$ cat src/rtl/alu_muldiv_seq.sv
// Multi-cycle unsigned multiply (shift-add) and restoring divide sequencer.
// Drives an external shared add/sub ALU one iteration per clock.
module alu_muldiv_seq #(
  parameter int unsigned WIDTH = 32
) (
  input  logic             clk,
  input  logic             rst_n,
  input  logic             start,
  input  logic             op,
  input  logic [WIDTH-1:0] src_a,
  input  logic [WIDTH-1:0] src_b,
  output logic             busy,
  output logic             done,
  output logic [WIDTH-1:0] result_lo,
  output logic [WIDTH-1:0] result_hi,
  output logic             div_by_zero,
  output logic [WIDTH-1:0] alu_a,
  output logic [WIDTH-1:0] alu_b,
  output logic             alu_sel,
  input  logic [WIDTH-1:0] alu_c
);

  localparam int unsigned CW = $clog2(WIDTH);

  typedef enum logic [1:0] {S_IDLE, S_MUL, S_DIV, S_DONE} state_t;

  state_t           state, state_nx;
  logic [CW-1:0]    ctr;
  logic [WIDTH-1:0] hi, lo, m;
  logic [WIDTH-1:0] hi_nx, lo_nx, s, mb;
  logic             cy, bw, top, last;

  assign busy = (state == S_MUL) || (state == S_DIV);
  assign done = (state == S_DONE);
  assign last = (ctr == CW'(WIDTH - 1));

  // hi/lo double as HI/LO for multiply and R/Q for divide; m holds M or D.
  always_comb begin
    state_nx = state;
    alu_a    = '0;
    alu_b    = '0;
    alu_sel  = 1'b0;
    hi_nx    = hi;
    lo_nx    = lo;
    s        = {hi[WIDTH-2:0], lo[WIDTH-1]};
    top      = hi[WIDTH-1];
    mb       = lo[0] ? m : '0;
    cy       = 1'b0;
    bw       = 1'b0;
    case (state)
      S_IDLE, S_DONE: begin
        if (start) begin
          if (!op)              state_nx = S_MUL;
          else if (src_b == '0) state_nx = S_DONE;
          else                  state_nx = S_DIV;
        end else begin
          state_nx = S_IDLE;
        end
      end
      S_MUL: begin
        alu_a = hi;
        alu_b = mb;
        cy    = (hi[WIDTH-1] & mb[WIDTH-1]) |
                ((hi[WIDTH-1] | mb[WIDTH-1]) & ~alu_c[WIDTH-1]);
        hi_nx = {cy, alu_c[WIDTH-1:1]};
        lo_nx = {alu_c[0], lo[WIDTH-1:1]};
        if (last) state_nx = S_DONE;
      end
      S_DIV: begin
        alu_a   = s;
        alu_b   = m;
        alu_sel = 1'b1;
        bw      = (~s[WIDTH-1] & m[WIDTH-1]) |
                  ((~s[WIDTH-1] | m[WIDTH-1]) & alu_c[WIDTH-1]);
        // A set shifted-out bit means s exceeds D even if the ALU reports a borrow.
        if (top | ~bw) begin
          hi_nx = alu_c;
          lo_nx = {lo[WIDTH-2:0], 1'b1};
        end else begin
          hi_nx = s;
          lo_nx = {lo[WIDTH-2:0], 1'b0};
        end
        if (last) state_nx = S_DONE;
      end
      default: state_nx = S_IDLE;
    endcase
  end

  always_ff @(posedge clk or negedge rst_n) begin
    if (!rst_n) state <= S_IDLE;
    else        state <= state_nx;
  end

  always_ff @(posedge clk or negedge rst_n) begin
    if (!rst_n) begin
      ctr         <= '0;
      hi          <= '0;
      lo          <= '0;
      m           <= '0;
      result_lo   <= '0;
      result_hi   <= '0;
      div_by_zero <= 1'b0;
    end else begin
      case (state)
        S_IDLE, S_DONE: begin
          if (start) begin
            ctr         <= '0;
            hi          <= '0;
            lo          <= src_a;
            m           <= src_b;
            div_by_zero <= op & (src_b == '0);
            if (op && (src_b == '0)) begin
              result_lo <= '1;
              result_hi <= src_a;
            end
          end
        end
        S_MUL, S_DIV: begin
          ctr <= ctr + CW'(1);
          hi  <= hi_nx;
          lo  <= lo_nx;
          if (last) begin
            result_hi <= hi_nx;
            result_lo <= lo_nx;
          end
        end
        default: ;
      endcase
    end
  end

endmodule

$ cat config.mk
export PLATFORM = sky130hd
export DESIGN_NAME = alu_muldiv_seq
export DESIGN_NICKNAME = d
export VERILOG_FILES = /design/src/rtl/alu_muldiv_seq.sv
export SDC_FILE = /design/constraint.sdc
export NUM_CORES = 1
export LEC_CHECK = 0
export CORE_MARGIN = 2
export CORE_UTILIZATION = 35
export CTS_CLUSTER_SIZE = 16
export DETAILED_ROUTE_END_ITERATION = 8
export GPL_ROUTABILITY_DRIVEN = 1
export PLACE_DENSITY = 0.61
export SLEW_MARGIN = 20
export SYNTH_ARGS = -nofsm -noshare
export SYNTH_HDL_FRONTEND = slang
export SYNTH_SLANG_ARGS = --single-unit
$ cat constraint.sdc
create_clock -name clk -period 2.3 [get_ports clk]
set_clock_uncertainty 0.1 [all_clocks]
set_input_delay 0.345 -clock clk [delete_from_list [all_inputs] [get_ports clk]]
set_output_delay 0.345 -clock clk [all_outputs]
set_load 0.02 [all_outputs]
# ---- After elaboration in Yosys (flattened, before gate mapping)
# Index checks and enable logic that the tools add are counted.
# W data, S select, Z words.
dict set report op_classes {
  add_sub_neg 1
  n_mul 0
  div_mod_pow 0
  magnitude_cmp 0
  eq_ne 7
  n_shift 0
  mux 27
  bitwise_logic 13
  n_reduce_logical 8
}
# operator n
set ops {}
lappend ops {{$pmux W32 S2} 8}
lappend ops {{$mux W32} 10}
lappend ops {{$logic_not A32 Y1} 1}
lappend ops {{$pmux W5 S2} 1}
lappend ops {{$mux W2} 3}
lappend ops {{$add A5 B1 Y5 const B} 1}
lappend ops {{$and A1 B1 Y1} 5}
lappend ops {{$eq A5 B5 Y1 const B} 1}
lappend ops {{$mux W5} 1}
lappend ops {{$or A1 B1 Y1} 5}
lappend ops {{$eq A2 B2 Y1 const B} 2}
lappend ops {{$ne A2 B2 Y1 const B} 2}
lappend ops {{$pmux W2 S2} 1}
lappend ops {{$reduce_or A2 Y1} 2}
lappend ops {{$mux W1} 3}
lappend ops {{$not A1 Y1} 3}
lappend ops {{$reduce_and A3 Y1} 1}
lappend ops {{$eq A2 B1 Y1 const B} 1}
lappend ops {{$logic_not A2 Y1} 1}
lappend ops {{$ne A2 B1 Y1 const B} 1}
lappend ops {{$reduce_and A2 Y1} 1}
lappend ops {{$logic_and A1 B1 Y1} 1}
lappend ops {{$logic_or A1 B1 Y1} 1}
dict set report totals {
  register_bits 168
  latchBits 0
  ram_bits 0
  mem_bits_ro 0
  in_bits 100
  output_inout_bits 132
  wordCells 64
  n_memories 0
}

# ---- Logic depth before layout (Yosys ltp)
# Gate-level depths: netlist of run 1.
dict set report logic_depth {
  word_depth 10
  ltp_mapped 9
  mapped_depth_nobuf 7
}

# ---- Least setup slack after synthesis of run 1
# No wires, ideal clock.
dict set report synth_path {
  path_kind {reg-to-output}
  from {register state[0]}
  to {output port alu_a[31]}
  arrival_time_ps 1810
  t_required_ps 1855
  slack_ps 45
  stages_incl_launch_ff 7
  n_path_buf 2
  path_cell_list {dfrtp_1 > inv_1 > ha_1 > clkbuf_1 > buf_1 > nand2_1 > a21oi_1}
}
dict set report synth_via {
  elab_chain_len 2
}
# element line
set synth_rtl {}
lappend synth_rtl {{start, declared} 27} ;# state_t state, state_nx;
lappend synth_rtl {{start signal, assigned} 91} ;# else state <= state_nx;
lappend synth_rtl {{$eq A2 B2 Y1 or $eq A2 B1 Y1 (tied branches)} 50} ;# case (state)
lappend synth_rtl {{$pmux W32 S2 (*)} 50}
lappend synth_rtl {{end, declared} 17} ;# output logic [WIDTH-1:0] alu_a,
# Every way passes the cells marked *; elsewhere a longest branch is shown, timed or not.

# ---- Worst setup path after layout of run 1
dict set report layout_path {
  from {register state[0]}
  to {output port alu_b[4]}
}
dict set report layout_via {
  elab_chain_len 2
}
# element line
set layout_rtl {}
lappend layout_rtl {{$eq A2 B2 Y1 or $eq A2 B1 Y1 (tied branches)} 50}
lappend layout_rtl {{$pmux W32 S2 (*)} 50}
lappend layout_rtl {{end, declared} 18} ;# output logic [WIDTH-1:0] alu_b,
# Marks and branches as above.

==> results of run 1 <==
[cells in the mapped netlist]
master / n
dfrtp_1: 168
nand2_1: 134
nor2_1: 98
a21oi_1: 69
mux2_2: 63
a22oi_1: 62
clkbuf_1: 36
a221oi_1: 32
a31oi_1: 32
and2_1: 32
a21o_1: 31
buf_2: 15
buf_1: 14
nor4_1: 8
o21ai_0: 8
ha_1: 5
buf_4: 4
inv_1: 4
nand3_1: 3
a22o_1: 2
nand4_1: 2
nor2b_1: 2
a21oi_2: 1
and3_1: 1
clkinv_1: 1
nand2b_1: 1
nor3_1: 1
o211ai_1: 1
o21a_1: 1
o21bai_1: 1
o31ai_1: 1
o32ai_2: 1
xnor2_1: 1
xor2_1: 1
[stage by stage]
| step | area [sq um] | hold WS [ns] |
|---|---|---|
| global route | 12300 | 0.365 |
| finish | 12300 | 0.324 |
| CTS | 12000 | 0.319 |
| detailed placement | 11400 | 0.203 |
| global placement | 11400 | 0.210 |
| floorplan | 8120 | -0.0506 |
[registers in the layout (all words and copies together) (netlist names)]
name         count
lo              32
div_by_zero      1
result_lo       32
result_hi       32
ctr              5
state            2
m               32
hi              32
[worst reg2reg max path, stage by stage, from the launching register on]
cell     delay, ns
dfrtp_2       0.45
inv_2         0.09
ha_4          0.18
buf_16        0.23
buf_4         0.25
nor2b_4       0.21
buf_12        0.17
a22oi_1       0.08
buf_4         0.17
a31oi_1       0.15
[what timing repair did]
| action | CTS | global route |
|---|---|---|
| hold endpoints to repair | 38 | 0 |
| resized for setup | 343 | 70 |
| gates cloned | 2 | 2 |
| hold buffers | 1 | 0 |
| pin swaps | 10 | 8 |
| endpoints found under the setup margin | 126 | 120 |
| setup buffers | 2 | 1 |
[placed cells by master, fill, tap and decap left out, types with 2 or more instances in the layout]
cell             count
nor2_1              96
a221oi_1            32
a21o_1              31
and2_1               4
nand3_1              2
clkbuf_1             2
buf_12              22
a22o_1               2
buf_2               27
clkinvlp_4           3
mux2_2              63
inv_2                2
clkinv_2             2
ha_1                 3
nor4_1               5
bufinv_16            3
clkdlybuf4s50_1    164
o21ai_0              8
buf_16               2
nand4_1              2
a22oi_1             38
and2_4              28
nand2_1            134
clkbuf_16           19
dfrtp_1            167
ha_4                 2
buf_4               62
nor4_2               3
clkinv_4             2
inv_1                2
buf_6               34
a21oi_1             67
a22oi_2             24
a21oi_4              2
nor2_4               2
a31oi_1             32
[layer usage]
metal  vias to the layer above  GRT usage  wire, microns
met1                      3699      0.316          12700
met4                         0     0.0703            476
li1                       3539          -              -
met2                       198      0.335          12400
met5                         -          0              0
met3                        31     0.0288           1100
[where the power goes]
part	switching (W)	internal (W)
Clock	0.00120	0.00173
Combinational	0.00414	0.00379
Sequential	0.000637	0.00379
Total	0.00599	0.00931
[cells by family after synthesis]
logic type / after synthesis
AO/OA/AOI/OAI: 242
flip-flops: 168
adder cells (fa/ha/maj): 5
XOR/XNOR: 2
multiplexers: 63
buffers and inverters: 74
AND/OR/NAND/NOR: 282
[final timing paths]
kind / startpoint / end / cells past startpoint
max in group asynchronous: rst_n / lo[29]$_DFFE_PN0N_ / 3
max: state[0]$_DFFE_PN0P_ / alu_b[4] / 6
max reg2reg: state[0]$_DFFE_PN0P_ / result_hi[10]$_DFFE_PN0P_ / 9
min: rst_n / m[19]$_DFFE_PN0P_ / 2
min in group clk: m[4]$_DFFE_PN0P_ / m[4]$_DFFE_PN0P_ / 1
min reg2reg: m[4]$_DFFE_PN0P_ / m[4]$_DFFE_PN0P_ / 1
[final cells by class]
type	count	area, sq um
Fill cell	2065	10400
Antenna cell	1	2.50
Clock buffer	20	447
Timing Repair Buffer	315	3190
Inverter	5	18.8
Multi-Input combinational cell	594	3900
Tap cell	285	357
Clock inverter	11	149
Sequential cell	168	4210
==> impl.org, run 1 <==
** Pwr
- Power per Cell Area :: 1250 nW/um^2
- Static Leak :: roughly 5.4 nW
- Largest voltage drop on the vdd net :: about 640 uV
- Total power for the finished layout comes to approximately 0.015 W.

** Logic synthesis
- Synthesized instance count :: between 800 and 900
- Area share of the leading cell type in the synthesized netlist :: 0.518
- A synthesized cell averages 9.71 sq um.
- By area, the combinational part of the netlist is dominated by compound AO/OA/AOI/OAI gates.
- Post-synthesis share of cell area spent on full adders, half adders and majority gates :: 0.00770
- Portion of netlist area occupied by mux cells :: 0.0874
- Count of warnings emitted by yosys :: 0
- Counting every net in the synthesized netlist gives ~940.
- The synthesized design contains 168 register bits.
- After synthesis, the netlist uses 34 different library cells.
- Post-Synth Simple-Gate Area :: 0.145
- Biggest area consumer among synthesized cells :: dfrtp_1
- Fraction of synthesized cell area in xor and xnor cells :: 0.00216
- The area fraction in compound gates after synthesis is 0.202.
- Sequential-to-total area share from yosys stat :: 0.518
- Yosys attributes the largest share of cell area to dfrtp_1, mux2_2, nand2_1.
- Netlist Area Pre-Place :: ~8100 sq um

** Worst setup path
- Critical-path maximum fanout :: 16
- Delay contributed by the slowest stage of the critical path :: approximately 0.45 ns
- At the worst endpoint, the required time is approximately 1.9 ns.
- The critical path goes through inv_2 > ha_4 > nor2_4 > buf_12 > and2_1 > buf_6.
- The slowest stage of the critical path belongs to the cell dfrtp_2.
- The setup check on the worst reg-to-reg path leaves a slack of roughly 0.16 ns.
- Category of cells accounting for the largest share of critical-path delay :: flip-flops
- Critical path data arrival time :: 1.86 ns
- Type of origin of the critical path :: register
- Kind of critical path :: reg2out
- Critical path capture point type :: output port
- The number of buffers and inverters on the critical path is 3.

** Detailed routing
- Total vias in the final route :: ~7500
- First-pass detailed-route iteration total :: 7
- Initial detailed-routing violation count :: about 420
- Summed over all layers, the routed wires come to 26700 microns.
- After detailed routing, the average wire length per cell comes to roughly 19 microns.
- The detail route stage leaves a number of antenna-violating nets equal to 0.
- For this run, design rule violations remaining after detail routing come to 0.
- In the routed layout, each cell is associated on average with a via count of between 5 and 6.

** Finish
- In the final layout, the share of cells above drive strength 1 is 0.279.
- Final-stage net count :: 1206
- Final design utilization :: 0.540
- From synthesis to final layout, the design area changed by 51.1%.
- The finished layout holds roughly 1400 standard cells, fillers aside.

** Placement
- Once detailed placement completed, the half-perimeter wirelength came to 19200 microns.
- Final weighted congestion in routability-driven placement :: roughly 0.84
- Pre-CTS setup slack :: -0.242 ns
- Quantity of I/O buffers inserted on ports :: about 230
- Number of instances in the placed design :: approximately 1400

** Run
- Max-cap violations :: 0

** GRT
- The number of antenna violations at the first check in global routing is 1.
- Vias in the first global route :: roughly 7300
- Combined global-route utilization of all metal layers :: 0.217
- Wire length of the first global-routing pass :: about 40000 microns
- Entering global routing, the biggest net connects 48 pins.
- GR Overflow Total :: 0

** Timing
- The count of final max-slew check failures was 0.
- Setup repair after global routing could not meet its margin everywhere.
- The final number of hold-violating endpoints came to 0.
- Tightest slew margin relative to the limit :: 0.675
- Period utilization :: 1.00
- Setup slack after layout :: -0.00963 ns
- Post-route setup TNS :: -0.0544 ns
- At the pin with the least slew margin, the transition time is 0.487 ns.
- Timing would allow up to 433 MHz.
- Setup violations remaining at the end of the flow were counted as 15.
- Time the final worst path needs with I/O delays and setup :: 2.31 ns

** Floorplanning
- The die covers between 20000 and 25000 sq um.
- IO Pins :: 232
- The floorplan step set the die width to between 150 and 200 microns.
- After floorplanning, the core was sized to cover between 20000 and 25000 sq um.
- After floorplanning, the core was divided into 55 placement rows.
- Measured along the y axis, the die boundary spans 156 microns.
- Initial Utilization :: 0.358

** Clocking
- TritonCTS built the clock tree.
- In this run the number of H-tree levels came out at 4.
- Bufs on Longest Clock Path :: 2
- The clock net in this run drives a total of roughly 170 sinks.
- Clock transition time at the flip-flop clock pins of the worst setup and hold paths :: 0.06 ns
- CTS placed an instance of clkbuf_16 at the clock tree root.
- Clock Latency Late Sink :: about 0.43 ns
- CTS Buf Count :: 17

** Hold path
- The worst hold path belongs to the class in2async.

** Status
- Result of the run :: complete, but fails checks
- The checks that failed: setup timing.
Note: power is estimated with default switching activity, not from simulation.
==> inputs of run 2 (changes only) <==
--- a/config.mk
+++ b/config.mk
@@ -10,7 +10,7 @@
 export CTS_CLUSTER_SIZE = 16
 export DETAILED_ROUTE_END_ITERATION = 8
 export GPL_ROUTABILITY_DRIVEN = 1
-export PLACE_DENSITY = 0.61
+export PLACE_DENSITY = 0.58
 export SLEW_MARGIN = 20
 export SYNTH_ARGS = -nofsm -noshare
 export SYNTH_HDL_FRONTEND = slang
==> run 2 against run 1 <==
Net effect: the run still ends with setup timing left; critical path depth increased by 1; register-to-register slack got worse by 0.08 ns; setup slack gained 0.0067 ns; fmax is 0.29% higher; flip-flop and latch count unchanged; sequential share of layout area rose by 0.35 points; final cell count grew 0.21%; routed wire length barely moved; highest routed layer unchanged.
==> impl.org, run 2 (synthesized netlist as in run 1, its figures left out) <==
** Pwr
- The analysis attributes to cell leakage a power of ~5.4 nW.
- The worst-case IR drop observed on VDD is just over 500 uV.
- Power per Cell Area :: ~1300 nW/um^2

** GRT
- The total overflow left after global routing is 0.
- Entering global routing, the biggest net connects slightly above 60 pins.
- The number of global-route vias before repair was 7291.
- Initial antenna violation count :: 0
- The first global-routing pass estimated slightly above 40000 microns of wire.
- Across every metal layer, demand over resource in global routing totals 0.218.

** Clocking
- The clock net in this run drives a total of ~170 sinks.
- Clock tree from TritonCTS :: done
- CTS Buf Count :: 17
- CTS H-Tree Depth :: 4
- Counting along the longest clock path gives a buffer depth of 2.
- Clock-pin slew was measured on the worst setup and hold paths at 0.07 ns.
- The cell sitting at the root of the clock tree is a clkbuf_16.
- The later pin in the worst-skew pair is clocked with a latency of 0.42 ns.

** Floorplanning
- From left edge to right edge, the die measures ~160 microns.
- The floorplan step defined a die boundary enclosing approximately 24000 sq um.
- The floorplan step set the die height to 156 microns.
- Floorplan row count :: between 50 and 60
- approximately 230 I/O pins were placed.
- Initial Utilization :: 0.358
- Placeable Area :: approximately 23000 sq um

** Timing
- Post-route setup TNS :: -0.00294 ns
- At the pin with the least slew margin, the transition time is around 0.56 ns.
- Of the available clock period, the critical path in the final layout requires 1.00.
- Based on the critical path, the design can be clocked at up to ~430 MHz.
- Setup repair after global routing could not meet its margin everywhere.
- Setup violations remaining at the end of the flow were counted as 1.
- Once routing completed, OpenROAD measured the worst setup slack at -0.00294 ns.
- The worst pin sits at a relative slew slack of 0.628.
- Number of hold-slack violations in the final timing report :: 0
- The count of final max-slew check failures was 0.
- For the finished layout, the period the worst path requires is approximately 2.3 ns.
- Post-route worst hold slack :: roughly 0.22 ns

** Worst setup path
- Critical path data arrival time :: around 1.9 ns
- Crit path top cell by count :: buf_4
- Critical Path RT :: around 1.9 ns
- Critical path capture point type :: output port
- Walking the worst path, the cells encountered are inv_2 > ha_4 > a21oi_4 > nor2_4 > buf_4 > and2_1 > buf_4.
- CP max stage cell :: dfrtp_1
- Kind of critical path :: reg2out
- Critical-path maximum fanout :: 16
- Delay contributed by the slowest stage of the critical path :: 0.43 ns
- Type of origin of the critical path :: register

** Detailed routing
- Post-detailed-route via-to-cell ratio :: around 5.3
- For this block, the initial DRC count from the detailed router was 428.
- Total vias in the final route :: 7369
- In this run the remaining antenna-violating nets after routing total 0.
- Post-detailed-routing wire length :: 26700 microns
- First-pass detailed-route iteration total :: 5
- For this run, design rule violations remaining after detail routing come to 0.
- In the final routed layout, each cell accounts on average for approximately 19 microns.

** Hold path
- Path category of the worst min-delay check :: in2async

** Placement
- Buffers placed on the I/O ports in this run total around 230.
- The HPWL after detailed placement is roughly 19000 microns.
- Final weighted congestion in routability-driven placement :: 0.845

** Run
- Max-cap violations in this run came to 0.

** Finish
- Top library cells by usage in the layout, fill and taps aside :: dfrtp_1, clkdlybuf4s50_1, nand2_1, nor2_1, buf_4
- After the last flow step, the layout net total stands at 1209.
- Most frequent standard cell in the layout excluding fill and tap cells :: dfrtp_1
- For this run, the share of the core covered by cells in the final layout is 0.535.
- Of the cells placed in the final design, the portion with a size suffix greater than 1 is 0.262.
- Antenna diode count :: 0
- Relative to the synthesized area, the layout overhead comes to 49.6%.

** Status
- Result of the run :: complete, but fails checks
- The final reports fail on setup timing.
run 2: cell types whose count changed in the layout (fill, tap and decap cells not counted), sizes merged:
cell / previous run / this run
dlygate4sd2: 0 / 1
buf: 147 / 149
diode: 1 / 0
clkbuf: 22 / 21
bufinv: 3 / 4
clkdlybuf4s50: 164 / 163
inv: 5 / 7
run 2: what timing repair did:
item,in CTS,in global routing
hold buffers,1,0
setup endpoints to repair,66,128
setup buffers,4,3
pin swaps,0,5
hold endpoints to repair,118,0
resized for setup,286,79
gates cloned,1,2
run 2: path summary, 6_finish.rpt:
| path | endpoint | depth (start not counted) | startpoint | slack (ns) |
|---|---|---|---|---|
| min in group clk | m[5]$_DFFE_PN0P_ | 1 | m[5]$_DFFE_PN0P_ | 0.40 |
| max | alu_b[25] | 7 | state[1]$_DFFE_PN0P_ | -0.003 |
| min reg2reg | m[5]$_DFFE_PN0P_ | 1 | m[5]$_DFFE_PN0P_ | 0.40 |
| max in group asynchronous | result_lo[23]$_DFFE_PN0P_ | 3 | rst_n | 1.21 |
| max reg2reg | result_hi[12]$_DFFE_PN0P_ | 9 | state[1]$_DFFE_PN0P_ | 0.08 |
| min | m[9]$_DFFE_PN0P_ | 2 | rst_n | 0.22 |
run 2: critical path: cells and delay by family (launching register included):
family,cells,cell delay (ns)
and+or+nand+nor,2,0.23
AOI/OAI and AO/OA,1,0.18
buffers and inverters,3,0.40
adders and majority gates,1,0.18
DFF,1,0.43
run 2: layout make-up:
| cell class | count | area (sq um) |
|---|---|---|
| clock inverter | 14 | 196 |
| clock buffer | 18 | 429 |
| sequential | 168 | 4210 |
| tap | 285 | 357 |
| multi-input combinational | 594 | 3820 |
| inverter | 5 | 20.0 |
| fill | 2059 | 10600 |
| timing repair buffer | 318 | 3130 |
run 2: report_power, final:
group	total (W)	switching (W)	internal, W
Combinational	0.00773	0.00413	0.00359
Clock	0.00308	0.00125	0.00183
Sequential	0.00439	0.000603	0.00379
Total	0.0152	0.00599	0.00921
run 2: metal layers:
layer,GRT usage,vias up,part of all wire
li1,-,3532,-
met1,0.320,3591,0.48
met2,0.332,213,0.45
met3,0.0341,33,0.050
met4,0.0655,0,0.019
met5,0,-,0
run 2: metrics by stage:
stage / cells / instance area [sq um] / power, W / worst slack [ns]
final: 1402 / 12200 / 0.0152 / -0.00294
after global routing: 1402 / 12200 / 0.0162 / -0.0835
after CTS: 1399 / 11900 / 0.0150 / -0.112
after detailed placement: 1361 / 11400 / 0.0119 / -0.328
after global placement: 1361 / 11400 / 0.0118 / -0.373
after floorplan: 836 / 8120 / 0.00869 / 0.0448
